--- src/rtl/fetch_stage.sv ---
// rtl/fetch_stage.sv - instruction fetch stage: PC, imem req/ack, decoder pipeline register
// Optional feature macro: FETCH_PERF_CNT_EN (adds fetch_cnt / stall_cnt counters)
module fetch_stage #(
  parameter logic [31:0] RESET_PC = 32'h0000_1000,
  parameter logic [31:0] NOP_WORD = 32'h0000_0013
) (
  input  logic        clk,
  input  logic        rst_n,
  output logic        imem_req,
  output logic [31:0] imem_addr,
  input  logic        imem_ack,
  input  logic [31:0] imem_data,
  input  logic        stall,
  input  logic        redirect,
  input  logic [31:0] redirect_pc,
  output logic [31:0] ir_out,
  output logic [31:0] pc_out,
  output logic        valid_out
`ifdef FETCH_PERF_CNT_EN
  ,
  output logic [31:0] fetch_cnt,
  output logic [31:0] stall_cnt
`endif
);

  typedef enum logic [1:0] {
    FETCH   = 2'd0,
    HOLD    = 2'd1,
    DISCARD = 2'd2
  } state_t;

  state_t      state_q, state_d;
  logic [31:0] pc_q, pc_d;
  logic [31:0] ir_q, ir_d;
  logic [31:0] pc_out_q, pc_out_d;
  logic        valid_q, valid_d;
  logic [31:0] hold_ir_q, hold_ir_d;
  logic [31:0] hold_pc_q, hold_pc_d;
  logic [31:0] tgt_q, tgt_d;

  logic [31:0] redir_aligned;
  logic [31:0] pc_plus4;

  assign redir_aligned = redirect_pc & 32'hFFFF_FFFC;
  assign pc_plus4      = pc_q + 32'd4;

  // The request is held low during reset so an abandoned transaction is visibly dropped.
  assign imem_req  = rst_n && (state_q != HOLD);
  assign imem_addr = pc_q;
  assign ir_out    = ir_q;
  assign pc_out    = pc_out_q;
  assign valid_out = valid_q;

  // State and datapath registers.
  always_ff @(posedge clk or negedge rst_n) begin
    if (!rst_n) begin
      state_q   <= FETCH;
      pc_q      <= RESET_PC;
      ir_q      <= NOP_WORD;
      pc_out_q  <= 32'd0;
      valid_q   <= 1'b0;
      hold_ir_q <= 32'd0;
      hold_pc_q <= 32'd0;
      tgt_q     <= 32'd0;
    end else begin
      state_q   <= state_d;
      pc_q      <= pc_d;
      ir_q      <= ir_d;
      pc_out_q  <= pc_out_d;
      valid_q   <= valid_d;
      hold_ir_q <= hold_ir_d;
      hold_pc_q <= hold_pc_d;
      tgt_q     <= tgt_d;
    end
  end

  // Next-state logic; priority is redirect, then ack, then stall. A flush ignores stall.
  always_comb begin
    state_d   = state_q;
    pc_d      = pc_q;
    ir_d      = ir_q;
    pc_out_d  = pc_out_q;
    valid_d   = valid_q;
    hold_ir_d = hold_ir_q;
    hold_pc_d = hold_pc_q;
    tgt_d     = tgt_q;

    unique case (state_q)
      FETCH: begin
        if (redirect) begin
          valid_d = 1'b0;
          ir_d    = NOP_WORD;
          if (imem_ack) begin
            pc_d = redir_aligned;
          end else begin
            // Request to the old PC is still outstanding; wait for it and drop it.
            tgt_d   = redir_aligned;
            state_d = DISCARD;
          end
        end else if (imem_ack) begin
          pc_d = pc_plus4;
          if (!stall) begin
            ir_d     = imem_data;
            pc_out_d = pc_q;
            valid_d  = 1'b1;
          end else begin
            hold_ir_d = imem_data;
            hold_pc_d = pc_q;
            state_d   = HOLD;
          end
        end else if (!stall) begin
          valid_d = 1'b0;
          ir_d    = NOP_WORD;
        end
      end

      HOLD: begin
        if (redirect) begin
          valid_d = 1'b0;
          ir_d    = NOP_WORD;
          pc_d    = redir_aligned;
          state_d = FETCH;
        end else if (!stall) begin
          ir_d     = hold_ir_q;
          pc_out_d = hold_pc_q;
          valid_d  = 1'b1;
          state_d  = FETCH;
        end
      end

      DISCARD: begin
        valid_d = 1'b0;
        ir_d    = NOP_WORD;
        if (redirect) begin
          tgt_d = redir_aligned;
        end
        if (imem_ack) begin
          pc_d    = redirect ? redir_aligned : tgt_q;
          state_d = FETCH;
        end
      end

      default: begin
        state_d = FETCH;
      end
    endcase
  end

`ifdef FETCH_PERF_CNT_EN
  logic [31:0] fetch_cnt_q, stall_cnt_q;

  assign fetch_cnt = fetch_cnt_q;
  assign stall_cnt = stall_cnt_q;

  // Count acks that deliver a usable word, and cycles where a valid word is held by stall.
  always_ff @(posedge clk or negedge rst_n) begin
    if (!rst_n) begin
      fetch_cnt_q <= 32'd0;
      stall_cnt_q <= 32'd0;
    end else begin
      if ((state_q == FETCH) && imem_ack && !redirect) begin
        fetch_cnt_q <= fetch_cnt_q + 32'd1;
      end
      if (stall && valid_q) begin
        stall_cnt_q <= stall_cnt_q + 32'd1;
      end
    end
  end
`endif

endmodule

--- config.mk ---
export PLATFORM = sky130hd
export DESIGN_NAME = fetch_stage
export DESIGN_NICKNAME = d
export VERILOG_FILES = /design/src/rtl/fetch_stage.sv
export SDC_FILE = /design/constraint.sdc
export NUM_CORES = 1
export LEC_CHECK = 0
export ABC_AREA = 0
export ABC_CLOCK_PERIOD_IN_PS = 3300
export CAP_MARGIN = 20
export CORE_MARGIN = 10
export CORE_UTILIZATION = 48
export DETAILED_ROUTE_END_ITERATION = 7
export PLACE_DENSITY_LB_ADDON = 0.2
export SETUP_SLACK_MARGIN = 0.1
export SLEW_MARGIN = 20
export SYNTH_ARGS = -nofsm -noshare
export SYNTH_HDL_FRONTEND = slang
export SYNTH_SLANG_ARGS = --single-unit
--- constraint.sdc ---
create_clock -name clk -period 3.3 [get_ports clk]
set_input_delay 0.66 -clock clk [delete_from_list [all_inputs] [get_ports clk]]
set_output_delay 0.66 -clock clk [all_outputs]
set_load 0.01 [all_outputs]
* Word-level counts from Yosys, hierarchy flattened
Index checks and enable logic that the tools add are counted.
Word-level totals: register bits after elaboration 195, output and inout port bits 98, bits of input ports 69, word-level logic and storage cells 77
Operators by class: equality and inequality tests 18, bitwise gates (word level) 1, add/subtract/negate cells 1, muxes and demuxes 37, reduce and logical (&&, ||, !) cells 12
Operator list (number):
- $mux W32 | 19
- $pmux W32 S3 | 2
- $pmux W32 S2 | 2
- $add A32 B3 Y32 const B | 1
- $ne A2 B2 Y1 const B | 9
- $ne A3 B3 Y1 const B | 5
- $mux W2 | 7
- $reduce_and A4 Y1 | 2
- $pmux W2 S3 | 1
- $reduce_and A3 Y1 | 2
- $reduce_and A6 Y1 | 1
- $mux W1 | 5
- $reduce_and A5 Y1 | 1
- $ne A4 B4 Y1 const B | 1
- $reduce_bool A2 Y1 | 2
- $pmux W1 S3 | 1
- $reduce_bool A3 Y1 | 1
- $eq A2 B1 Y1 const B | 1
- $eq A2 B2 Y1 const B | 1
- $logic_not A2 Y1 | 1
- $ne A2 B1 Y1 const B | 1
- $reduce_and A2 Y1 | 1
- $logic_and A1 B1 Y1 | 1
- $not A1 Y1 | 1

* Longest topological paths before layout
Gate-level depths: netlist (run 1).
depth after elaboration 4, mapped depth 10, mapped depth without buffers 7

* Least setup slack after synthesis (run 1)
No wires, ideal clock.
path type register to output, from register state_q[1], to output port imem_req, stages on the path, launching flop included 8, slack 1024 ps, path buffers 4, arrival 1616 ps, data required time 2640 ps, cell sequence dfrtp_1 -> inv_1 -> ha_1 -> buf_2 -> buf_2 -> buf_2 -> buf_2 -> nor2b_1
Between the ends: longest elaborated chain between the ends 2
RTL lines:
- start, declared | line 32 | state_t state_q, state_d;
- start signal, assigned | line 66 | state_q <= state_d;
- $ne A2 B1 Y1 | line 48 | assign imem_req = rst_n && (state_q != HOLD);
- $logic_and A1 B1 Y1 | line 48
- end, declared | line 9 | output logic imem_req,
No other way between the ends.

* Worst setup path in the final report (run 1)
Same ends and word-level chain as after synthesis.

==> results.sh, run 1 <==
export IMPL_pin_count=167
export IMPL_postRouteWirelength_um=24800
export IMPL_clock_path_buffers=2
export IMPL_max_slew_margin_pct=32.8
export IMPL_ys_seq_elements=195
export IMPL_insertedDiodeCount=0
export IMPL_fin_crit_sh_pct=86.3
export IMPL_yosys_warnings=0
export IMPL_grt_pass1_wl_um=39900
export IMPL_drtAntennaViolNets=0
export IMPL_design_area_um2=11900
export IMPL_regArea_um2=4880
export IMPL_antenna_found_initial=2
export IMPL_synth_main_ff_cell="dfrtp_1"
export IMPL_max_freq_mhz=351
export IMPL_holdBufCountCts=0
export IMPL_area_growth_pct=27.2
export IMPL_cp_start_kind="flip-flop"
export IMPL_core_area_um2=19300
export IMPL_crit_path_cell_trace="inv_1 -> ha_2 -> buf_4 -> nor2b_1 -> clkdlybuf4s50_1"
export IMPL_status="finished clean"
export IMPL_cp_slowest_cell="clkdlybuf4s50_1"
export IMPL_portBuffers=164
export IMPL_maxSlewViolCount=0
export IMPL_drc=0
export IMPL_wl_per_cell_um=19.4
export IMPL_cts_setup_buffers=0
export IMPL_synth_edf_count=0
export IMPL_cp_required_ps=2640
export IMPL_fp_dieW_um=160
export IMPL_fin_setup_tns_ps=0
export IMPL_firstDrtPassIters=5
export IMPL_cts_inserted_buffers=17
export IMPL_p_per_area_nw_per_um2=931
export IMPL_synthCells=851
export IMPL_grt_pass1_vias=7203
export IMPL_die_h_um=160
export IMPL_synth_nets=925
export IMPL_r2r_slack_ps=660
export IMPL_setup_viol=0
export IMPL_hold_path_class="primary input to asynchronous set/reset pin"
export IMPL_cts_sinks=195
export IMPL_via_count=7312
export IMPL_drtIter0Drc=493
export IMPL_dieArea_um2=25500
export IMPL_postPlaceCellArea_um2=11300
export IMPL_path_delay_family="buffers and inverters"
export IMPL_rsz0062_at_grt="no"
export IMPL_critPathLaunch="state_q[1]$_DFFE_PN0P_"
export IMPL_fin_skew_ps=12.0
export IMPL_cp_num_buf_inv=3
export IMPL_synthArstFlopShare_pct=100
export IMPL_clk_latency_ps=440
export IMPL_initial_utilization_pct=48.4
export IMPL_grt_max_degree=74
export IMPL_synth_area_per_cell_um2=11.0
export IMPL_path_max_fanout=11
export IMPL_vias_per_cell=5.72
export IMPL_synth_distinct_cells=56
export IMPL_worstPathArrival_ps=2190
export IMPL_rr_startpoint="state_q[1]$_DFFE_PN0P_"
export IMPL_layout_nets=1074
export IMPL_drv_cap=0
export IMPL_cts_resized=0
export IMPL_end_kind="primary output"
export IMPL_yosysSeqAreaShare_pct=52.2
export IMPL_cts_tree="done"
export IMPL_cts_root_buf="clkbuf_16"
export IMPL_layout_drive_gt1_share_pct=18.0
export IMPL_globalplace_congestion=0.813
export IMPL_rows=51
export IMPL_vdd_ir_drop_max_v=0.000475
export IMPL_multiInputGateArea_um2=4170
export IMPL_syn_area_um2=9360
export IMPL_fill_cells=1603
export IMPL_grt_overflow=0
export IMPL_grt_use_total_pct=19.2
export IMPL_r2r_end="imem_addr[27]$_DFFE_PN0P_"
export IMPL_min_period_ps=2850
export IMPL_place_hpwl_um=17400
export IMPL_hold_violations=0
export IMPL_critPathKind="flip-flop to primary output"
export IMPL_p_leak_nw=5.01
export IMPL_path_clk_slew_ps=70
export IMPL_cts_max_level=4
export IMPL_tightestPinTransition_ps=1010
export IMPL_r2r_cells=8
export IMPL_crit_path_max_incr_delay_ps=540
registers in the layout, indices dropped and copies added, names as in the netlist:
name,flops
ir_out,32
valid_out,1
tgt_q,32
hold_ir_q,32
state_q,2
imem_addr,32
pc_out,32
hold_pc_q,32
metrics by stage:
stage | util [%] | power (mW) | hold slack [ps] | worst slack, ps | instances
detailed placement | 58.6 | 9.04 | 470 | 622 | 1246
global route | 61.6 | 11.8 | 23.2 | 338 | 1278
finish | 61.6 | 11.1 | 32.8 | 454 | 1278
CTS | 61.6 | 11.1 | 25.7 | 447 | 1278
floorplan | - | 6.92 | 364 | 1020 | 851
global placement | 58.6 | 8.89 | 460 | 658 | 1246
cells by family (layout without fill, tap and decap cells):
family,after synthesis,in the layout,share of synthesized area [%]
multiplexers,137,137,15.9
XOR/XNOR,1,1,0.0935
AO/OA/AOI/OAI,230,230,16.4
AND/OR/NAND/NOR,209,209,11.1
flip-flops,195,195,52.2
buffers and inverters,74,236,3.54
adder cells (fa/ha/maj),5,5,0.668
synthesized netlist by cell type, drive strengths merged, types with 3 or more instances:
| cell type | count | area (µm²) |
|---|---|---|
| dfstp | 4 | 105 |
| and2 | 4 | 25.0 |
| o31ai | 16 | 120 |
| mux2 | 97 | 1090 |
| ha | 5 | 62.6 |
| clkbuf | 40 | 150 |
| o211ai | 3 | 22.5 |
| nor3 | 8 | 40.0 |
| a221oi | 34 | 298 |
| o41ai | 3 | 26.3 |
| or3 | 4 | 26.3 |
| a211oi | 5 | 37.5 |
| nor4 | 8 | 95.1 |
| a22oi | 16 | 120 |
| o21ai | 94 | 470 |
| o21a | 3 | 22.5 |
| o31a | 5 | 43.8 |
| nor2 | 61 | 229 |
| a31oi | 6 | 37.5 |
| a22o | 15 | 131 |
| a222oi | 4 | 40.0 |
| buf | 26 | 151 |
| nand3 | 13 | 70.1 |
| and3 | 5 | 31.3 |
| nor2b | 5 | 31.3 |
| dfrtp | 191 | 4780 |
| a21oi | 15 | 75.1 |
| nand2 | 83 | 312 |
| inv | 8 | 30.0 |
| nand4 | 8 | 86.3 |
| mux2i | 40 | 400 |
layout by cell type (no fill, tap or decap), types with 4 or more instances in the layout:
master / n
a222oi_1: 4
clkbuf_16: 17
a22o_1: 15
nand4_1: 5
a211oi_1: 5
dfrtp_1: 191
and3_1: 5
o31ai_1: 16
a22oi_1: 16
ha_1: 4
inv_1: 8
nor4_1: 5
mux2i_1: 40
buf_4: 30
nor2b_1: 5
nor2_1: 61
o21ai_0: 90
and2_1: 4
a21oi_1: 15
nand3_1: 12
mux2_2: 97
nand2_1: 83
a221oi_1: 34
nor3_1: 7
inv_6: 4
dfstp_2: 4
a31oi_1: 6
clkdlybuf4s50_1: 162
o31a_1: 5
area by class of cell:
type | count | area share [%]
inverters | 8 | 0.252
clock inverters | 13 | 1.24
well taps | 265 | 2.78
flip-flops and latches | 195 | 41.0
repair buffers | 196 | 16.0
multi-input cells | 582 | 35.0
clock buffers | 19 | 3.72
metal layers:
metal | share of wire (%) | track usage (%) | wire length, µm
met1 | 47 | 26.8 | 11500
met2 | 46 | 29.1 | 11300
met3 | 6.5 | 4.81 | 1610
met4 | 1.3 | 5.05 | 317
met5 | 0.085 | 0 | 21
power breakdown:
part           switching (mW)  total [mW]  internal, mW
Sequential              0.890        4.35          3.46
Clock                   0.954        2.11          1.15
Combinational            2.26        4.63          2.37
worst max path at each step:
stage                                  end  slack, ps  cells after the start
global route                      imem_req        340                      5
detailed placement  pc_out[23]$_DFFE_PN0P_        620                      5
floorplan                         imem_req       1020                      7
finish                            imem_req        450                      5
CTS                               imem_req        450                      5
global placement    pc_out[29]$_DFFE_PN0P_        660                      5
(Power assumes the default switching activity.)
==> inputs of run 2 (changes only) <==
--- a/config.mk
+++ b/config.mk
@@ -10,6 +10,7 @@
 export CAP_MARGIN = 20
 export CORE_MARGIN = 10
 export CORE_UTILIZATION = 48
+export CTS_CLUSTER_SIZE = 24
 export DETAILED_ROUTE_END_ITERATION = 7
 export PLACE_DENSITY_LB_ADDON = 0.2
 export SETUP_SLACK_MARGIN = 0.1
==> results of run 2 <==
The final DEF is identical to that of run 1; final timing and power are the same.
